## src/rtl/sync_frame.sv

```systemverilog
// rtl/sync_frame.sv - serial frame synchronizer: header hunt, confirm, lock, flywheel.
// Define FRAME_STROBE_EN to add the frame_start first-payload-bit strobe.
module sync_frame #(
   parameter int              SW        = 8,
   parameter logic [SW-1:0]   SYNC_WORD = 8'hA7,
   parameter int              FRAME_LEN = 64,
   parameter int              CONFIRM_N = 2,
   parameter int              LOSS_N    = 3
) (
   input  logic       clk_out,
   input  logic       rst,
   input  logic       data_in,
   output logic       is_frame_sychronized,
   output logic [2:0] synchronizer_state
`ifdef FRAME_STROBE_EN
   ,
   output logic       frame_start
`endif
);

   localparam int CW = (FRAME_LEN > 2) ? $clog2(FRAME_LEN) : 1;
   localparam int HW = $clog2(CONFIRM_N + 2);
   localparam int MW = $clog2(LOSS_N + 2);
   localparam logic [CW-1:0] CNT_LAST  = CW'(FRAME_LEN - 1);
   localparam logic [HW-1:0] HITS_LOCK = HW'(CONFIRM_N);
   localparam logic [MW-1:0] MISS_LOSS = MW'(LOSS_N);

   typedef enum logic [2:0] {
      HUNT     = 3'd0,
      CONFIRM  = 3'd1,
      SYNC     = 3'd2,
      FLYWHEEL = 3'd3
   } state_e;

   state_e        state_q, state_d;
   // The oldest header bit never reaches the comparator a second time, so only
   // SW-1 bits of history are kept; the newest bit comes straight from data_in.
   logic [SW-2:0] sr_q, sr_d;
   logic [CW-1:0] cnt_q, cnt_d;
   logic [HW-1:0] hits_q, hits_d, hits_inc;
   logic [MW-1:0] miss_q, miss_d, miss_inc;
   logic [SW-1:0] window;
   logic          hit;
   logic          checkpoint;

   assign window     = {sr_q, data_in};
   assign hit        = (window == SYNC_WORD);
   assign checkpoint = (cnt_q == CNT_LAST);
   assign hits_inc   = hits_q + HW'(1);
   assign miss_inc   = miss_q + MW'(1);
   assign sr_d       = window[SW-2:0];

   always_comb begin
      state_d = state_q;
      hits_d  = hits_q;
      miss_d  = miss_q;
      cnt_d   = checkpoint ? '0 : cnt_q + CW'(1);
      case (state_q)
         HUNT: begin
            if (hit) begin
               state_d = CONFIRM;
               hits_d  = HW'(1);
               cnt_d   = '0;
            end
         end
         CONFIRM: begin
            if (checkpoint) begin
               if (hit) begin
                  hits_d = hits_inc;
                  if (hits_inc >= HITS_LOCK) state_d = SYNC;
               end else begin
                  state_d = HUNT;
               end
            end
         end
         SYNC: begin
            if (checkpoint) begin
               if (hit) begin
                  miss_d = '0;
               end else begin
                  miss_d  = MW'(1);
                  state_d = (MISS_LOSS <= MW'(1)) ? HUNT : FLYWHEEL;
               end
            end
         end
         FLYWHEEL: begin
            if (checkpoint) begin
               if (hit) begin
                  state_d = SYNC;
                  miss_d  = '0;
               end else begin
                  miss_d = miss_inc;
                  if (miss_inc >= MISS_LOSS) state_d = HUNT;
               end
            end
         end
         default: state_d = HUNT;
      endcase
      if (state_d == HUNT) begin
         hits_d = '0;
         miss_d = '0;
      end
   end

   always_ff @(posedge clk_out or negedge rst) begin
      if (!rst) begin
         state_q <= HUNT;
         sr_q    <= '0;
         cnt_q   <= '0;
         hits_q  <= '0;
         miss_q  <= '0;
      end else begin
         state_q <= state_d;
         sr_q    <= sr_d;
         cnt_q   <= cnt_d;
         hits_q  <= hits_d;
         miss_q  <= miss_d;
      end
   end

   assign synchronizer_state   = state_q;
   assign is_frame_sychronized = (state_q == SYNC) || (state_q == FLYWHEEL);

`ifdef FRAME_STROBE_EN
   logic frame_start_q, frame_start_d;

   // Pulses with the first payload bit of every frame that is still held in lock.
   assign frame_start_d = checkpoint && ((state_d == SYNC) || (state_d == FLYWHEEL));

   always_ff @(posedge clk_out or negedge rst) begin
      if (!rst) frame_start_q <= 1'b0;
      else      frame_start_q <= frame_start_d;
   end

   assign frame_start = frame_start_q;
`endif

endmodule

```

## config.mk

```make
export PLATFORM = sky130hd
export DESIGN_NAME = sync_frame
export DESIGN_NICKNAME = d
export VERILOG_FILES = /design/src/rtl/sync_frame.sv
export SDC_FILE = /design/constraint.sdc
export NUM_CORES = 1
export LEC_CHECK = 0
export ABC_AREA = 1
export CAP_MARGIN = 20
export CORE_ASPECT_RATIO = 0.75
export CORE_MARGIN = 5
export CORE_UTILIZATION = 54
export CTS_BUF_LIST = sky130_fd_sc_hd__clkbuf_8
export CTS_CLUSTER_DIAMETER = 80
export CTS_CLUSTER_SIZE = 28
export DETAILED_ROUTE_END_ITERATION = 7
export PLACE_DENSITY = 0.77
export SYNTH_ARGS = -nofsm -noshare
export SYNTH_HDL_FRONTEND = slang
export SYNTH_SLANG_ARGS = --single-unit
```

## constraint.sdc

```tcl
create_clock -name clk_out -period 1.4 [get_ports clk_out]
set_input_delay 0.35 -clock clk_out [delete_from_list [all_inputs] [get_ports clk_out]]
set_output_delay 0.35 -clock clk_out [all_outputs]
set_load 0.05 [all_outputs]
```

-- After elaboration in Yosys (flattened, before gate mapping)
Index checks and enable logic that the tools add are counted.
- add/subtract/negate cells: 3
- magnitude comparators: 2
- eq/ne operators: 10
- mux-type cells: 24
- reductions and logical operators: 7
- operator list (cell ; count):
    2-to-1 mux 3 bit ; 13
    2-to-1 mux 6 bit ; 3
    != test 3 bit (second input constant) ; 5
    one-hot mux 3 bit (4 select lines) ; 1
    equality test 8 bit (second input constant) ; 1
    2-to-1 mux 2 bit ; 4
    adder 6 x 1 -> 6 bit (second input constant) ; 1
    equality test 3 x 2 -> 1 bit (second input constant) ; 2
    equality test 6 bit (second input constant) ; 1
    zero test 3 bit ; 2
    one-hot mux 3 bit (2 select lines) ; 1
    nonzero test 3 bit ; 2
    one-hot mux 2 bit (2 select lines) ; 1
    AND reduction 4 bit ; 1
    adder 3 x 1 -> 3 bit (second input constant) ; 1
    equality test 3 x 1 -> 1 bit (second input constant) ; 1
    >= comparator 3 x 2 -> 1 bit (second input constant) ; 1
    AND reduction 3 bit ; 1
    adder 2 x 1 -> 2 bit (second input constant) ; 1
    >= comparator 2 bit (second input constant) ; 1
    logical OR 1 bit ; 1
    2-to-1 mux 1 bit ; 1
- flip-flop bits (word level): 21
- logic and storage cells: 51

-- Longest topological paths before layout
- depth after elaboration: 9
- mapped depth: 12
- mapped depth without buffers: 12

-- Worst setup path after synthesis
OpenSTA, ideal clock, no wires.
- path kind: reg2reg
- from: reg state_q[1], in the netlist synchronizer_state[1]
- to: reg miss_q[1]
- data arrival time: 1831 ps
- required time: 1337 ps
- path slack: -494 ps
- cell stages (with the launch flop): 7
- path through: dfrtp_1 nand2_1 nand2_1 nand2_1 o31ai_1 nand2_1 inv_1
- cells in the longest elaborated chain, start to end: 7
- RTL lines (item ; line ; RTL):
    start, declared ; 35 ; state_e state_q, state_d;
    start signal, assigned ; 113 ; state_q <= state_d;
    2-to-1 mux 3 bit, on equally long branches ; 93, 70 ;
    2-to-1 mux 3 bit, on equally long branches ; 88, 68 ;
    2-to-1 mux 3 bit, on equally long branches ; 87, 67 ;
    one-hot mux 3 bit (4 select lines) ; 58 ; case (state_q)
    zero test 3 bit ; 99 ; if (state_d == HUNT) begin
    != test 3 bit (no line) or nonzero test 3 bit (tied branches) ; n/a ;
    AND reduction 3 bit (no line) ; n/a ;
    end signal, assigned ; 117 ; miss_q <= miss_d;
    end, declared ; 41 ; logic [MW-1:0] miss_q, miss_d, miss_inc;
Parallel ways exist; a longest one is shown, timed or not.
A chain may end at the register's enable or synchronous reset.

-- Worst setup path in the final report
- from: reg cnt_q[1]
- to: reg hits_q[1]
- cells in the longest elaborated chain, start to end: 6
- RTL lines (item ; line ; RTL):
    start, declared ; 39 ; logic [CW-1:0] cnt_q, cnt_d;
    start signal, assigned ; 115 ; cnt_q <= cnt_d;
    equality test 6 bit * ; 48 ; assign checkpoint = (cnt_q == CNT_LAST);
    2-to-1 mux 3 bit, on equally long branches ; 87, 67, 77 ;
    one-hot mux 3 bit (4 select lines) ; 58 ;
    zero test 3 bit ; 99 ;
    != test 3 bit (no line) or nonzero test 3 bit (tied branches) ; n/a ;
    AND reduction 4 bit (no line) ; n/a ;
    end signal, assigned ; 116 ; hits_q <= hits_d;
    end, declared ; 40 ; logic [HW-1:0] hits_q, hits_d, hits_inc;
Mark *: on every way between the ends. The rest lies on a longest branch, timed or not.

==> results_dict.tcl <==
set metrics [dict create \
    status "finished with violations" \
    failed_checks "setup timing" \
    power.internal_mw 1.164 \
    rows 13 \
    p_leak_nw 0.8543 \
    place_ws_ps -555.1 \
    fin_skew_ps 3.602 \
    syn_area_per_cell_um2 7.790 \
    synth_area_leaders "dfrtp_1 (49%), nand2_1 (16%), inv_1 (8.4%), nor2_1 (5.3%), nand3_2 (3.8%)" \
    grt_pass1_wl_um 4940 \
    postPlaceCellArea_um2 1359 \
    viasPerCell 5.688 \
    netlist_instances 137 \
    tns_ps -1656 \
    maxSlewViolCount 0 \
    worstSkewPairLatency_ps 260 \
    syn_to_final_growth_pct 52.52 \
    diodes 0 \
    p_per_area_nw_per_um2 1044 \
    drt-total-wl_um 3449 \
    final_antenna_net_count 0 \
    start_util_pct 59.11 \
    ios 7 \
    n_fill_cell 65 \
    grt_antenna_before_repair 0 \
    synth_area_um2 1067 \
    crit_start "cnt_q[1]" \
    final_nets 184 \
    clock.fmax_mhz 618.9 \
    cts_buffers 3 \
    synth_top_area_cell "dfrtp_1" \
    clkTransAtPathRegs_ps 70 \
    tritoncts "yes" \
    fin_ws_ps -215.6 \
    power.share.combinational_pct 30.3 \
    ys_ff_latch 21 \
    drt-initial-drc-count 67 \
    rsz0062_at_grt "true" \
    syn_nets 143 \
    fin_util_pct 90.16 \
    fp.dieArea_um2 2975 \
    core_area_um2 1805 \
    synth_top_area_share_pct 49.24 \
    layout-drive-gt1-share_pct 43.50 \
    critPathMaxFanout 6 \
    htree_levels 1 \
    vias 1132 \
    wl_per_cell_um 17.33 \
    dieWidth_um 61.34 \
    cp_data_arrival_time_ps 1780 \
    grt_max_degree 22 \
    final_hold_viol_count 0 \
    clkSinkCount 21 \
    p_seq_share_pct 46.7 \
    grt_pass1_vias 1021 \
    min_period_ps 1616 \
    cp.required_ps 1560 \
    first_pass_iters 4 \
    die_y_um 48.50 \
    maxCapViolCount 0 \
    switchingPower_uw 535.0 \
    hold_path.startpoint "sr_q[3]" \
    clockBufferDepth 2 \
    port_buffers 6 \
    drc 0 \
    switching_share_pct 31.49 \
    synthDistinctLibCells 20 \
    place.gp.congestion 0.8373 \
    path_class "reg2reg" \
    grt_overflow 0 \
    crit_path_end_kind "register" \
    fin_crit_sh_pct 115.4 \
    pwr-share-clk_pct 23.0 \
    grt_use_total_pct 22.54 \
    fin_area_um2 1628 \
    synth_warnings 0 \
    ctsRootBufferMaster "clkbuf_8" \
    hp-class "reg2reg" \
    setup_viol 12 \
    reg2reg_from "cnt_q[1]" \
    peakVddDrop_mv 1.182 \
    r2r_slack_ps -220 \
    startpoint_type "register" \
    dp.final_hpwl_um 1726 \
    ys_seq_area_share_pct 49.24 \
]
-- power groups by stage --
stage	combinational [mW]	clock (mW)	sequential, mW
floorplan	0.249	0	0.772
global placement	0.359	0	0.774
detailed placement	0.373	0	0.782
CTS	0.429	0.393	0.788
global route	0.576	0.416	0.801
finish	0.514	0.391	0.793
-- state kept, by name, summed over array words and instances, names as in the netlist --
signal              count
synchronizer_state      3
hits_q                  2
sr_q                    7
miss_q                  3
cnt_q                   6
-- routing by layer --
layer	wire length [um]	up-vias	GRT usage [%]
li1	-	496	-
met1	1267	523	28.38
met2	1615	77	34.68
met3	297	36	5.820
met4	269	0	12.01
met5	0	-	0
-- final timing paths --
kind | to | cells past startpoint
worst max register to register | hits_q[1] | 10
worst min register to register | sr_q[4] | 0
min in group asynchronous | sr_q[6] | 2
worst max-delay path | hits_q[1] | 10
worst min-delay path | sr_q[4] | 0
max in group asynchronous | synchronizer_state[1] | 2
-- synthesized netlist by cell type --
library cell	instances
and2_1	1
conb_1	1
dfrtp_1	21
ha_1	3
inv_1	24
inv_2	1
nand2_1	46
nand2_2	1
nand3_1	6
nand3_2	4
nand4_1	2
nor2_1	15
nor2_2	1
nor2_4	1
nor3_1	2
nor3b_1	1
o21ai_0	3
o31ai_1	2
xnor2_1	1
xor2_1	1
-- kinds of logic (layout without fill, tap and decap cells) --
family                   count (synthesis)  count (layout)  share of synthesized area [%]
flip-flops                              21              21                          49.24
other                                    1               1                         0.3514
AO/OA/AOI/OAI                            5               5                          2.813
buffers and inverters                   25              65                          8.792
adder cells (fa/ha/maj)                  3               3                          3.517
AND/OR/NAND/NOR                         80              80                          33.65
XOR/XNOR                                 2               2                          1.642
-- critical path, stage by stage (launching register included) --
cell and delay, ps:
dfrtp_1 400, ha_4 160, nand3_4 90, nor2_4 210, nand2_2 110, nand2_1 90
nand2_1 100, nand2_2 120, nand3_4 110, nand2_2 90, inv_2 30
-- per-stage QoR --
step / hold WS (ps) / instances / power [mW]
floorplan: 54.41 / 137 / 1.021
global placement: 358.1 / 184 / 1.133
detailed placement: 358.5 / 184 / 1.155
CTS: 375.1 / 193 / 1.610
global route: 395.5 / 199 / 1.793
finish: 386.4 / 199 / 1.699
-- cells in the final DEF (no fill, tap or decap), types with 2 or more instances in the layout --
cell type,synthesis,layout
buf_4,0,26
nand3_2,4,6
nand2_4,0,2
inv_1,24,21
ha_4,0,2
nand4_1,2,2
buf_6,0,4
nor2_2,1,4
nor2_1,15,10
nand3_4,0,3
dfrtp_1,21,18
o31ai_2,0,2
dfrtp_2,0,3
nand2_1,46,36
o21ai_0,3,2
inv_2,1,5
nor2_4,1,3
clkbuf_8,0,3
buf_12,0,4
nand2_2,1,9
-- what timing repair did --
| item | in CTS | in global routing |
|---|---|---|
| pin swaps | 13 | 7 |
| setup endpoints to repair | 14 | 15 |
| setup buffers | 5 | 6 |
| hold buffers | 0 | 0 |
| resized for setup | 19 | 18 |
-- cell type report --
type	instances	area [um2]	share of cell area (%)
timing repair buffer	36	339.1	20.83
multi-input combinational	91	593.1	36.43
clock inverter	1	3.754	0.2306
clock buffer	3	41.29	2.537
inverter	25	93.84	5.765
sequential	21	529.3	32.51
tap	22	27.53	1.691
Power figures use the tool's default switching activity.
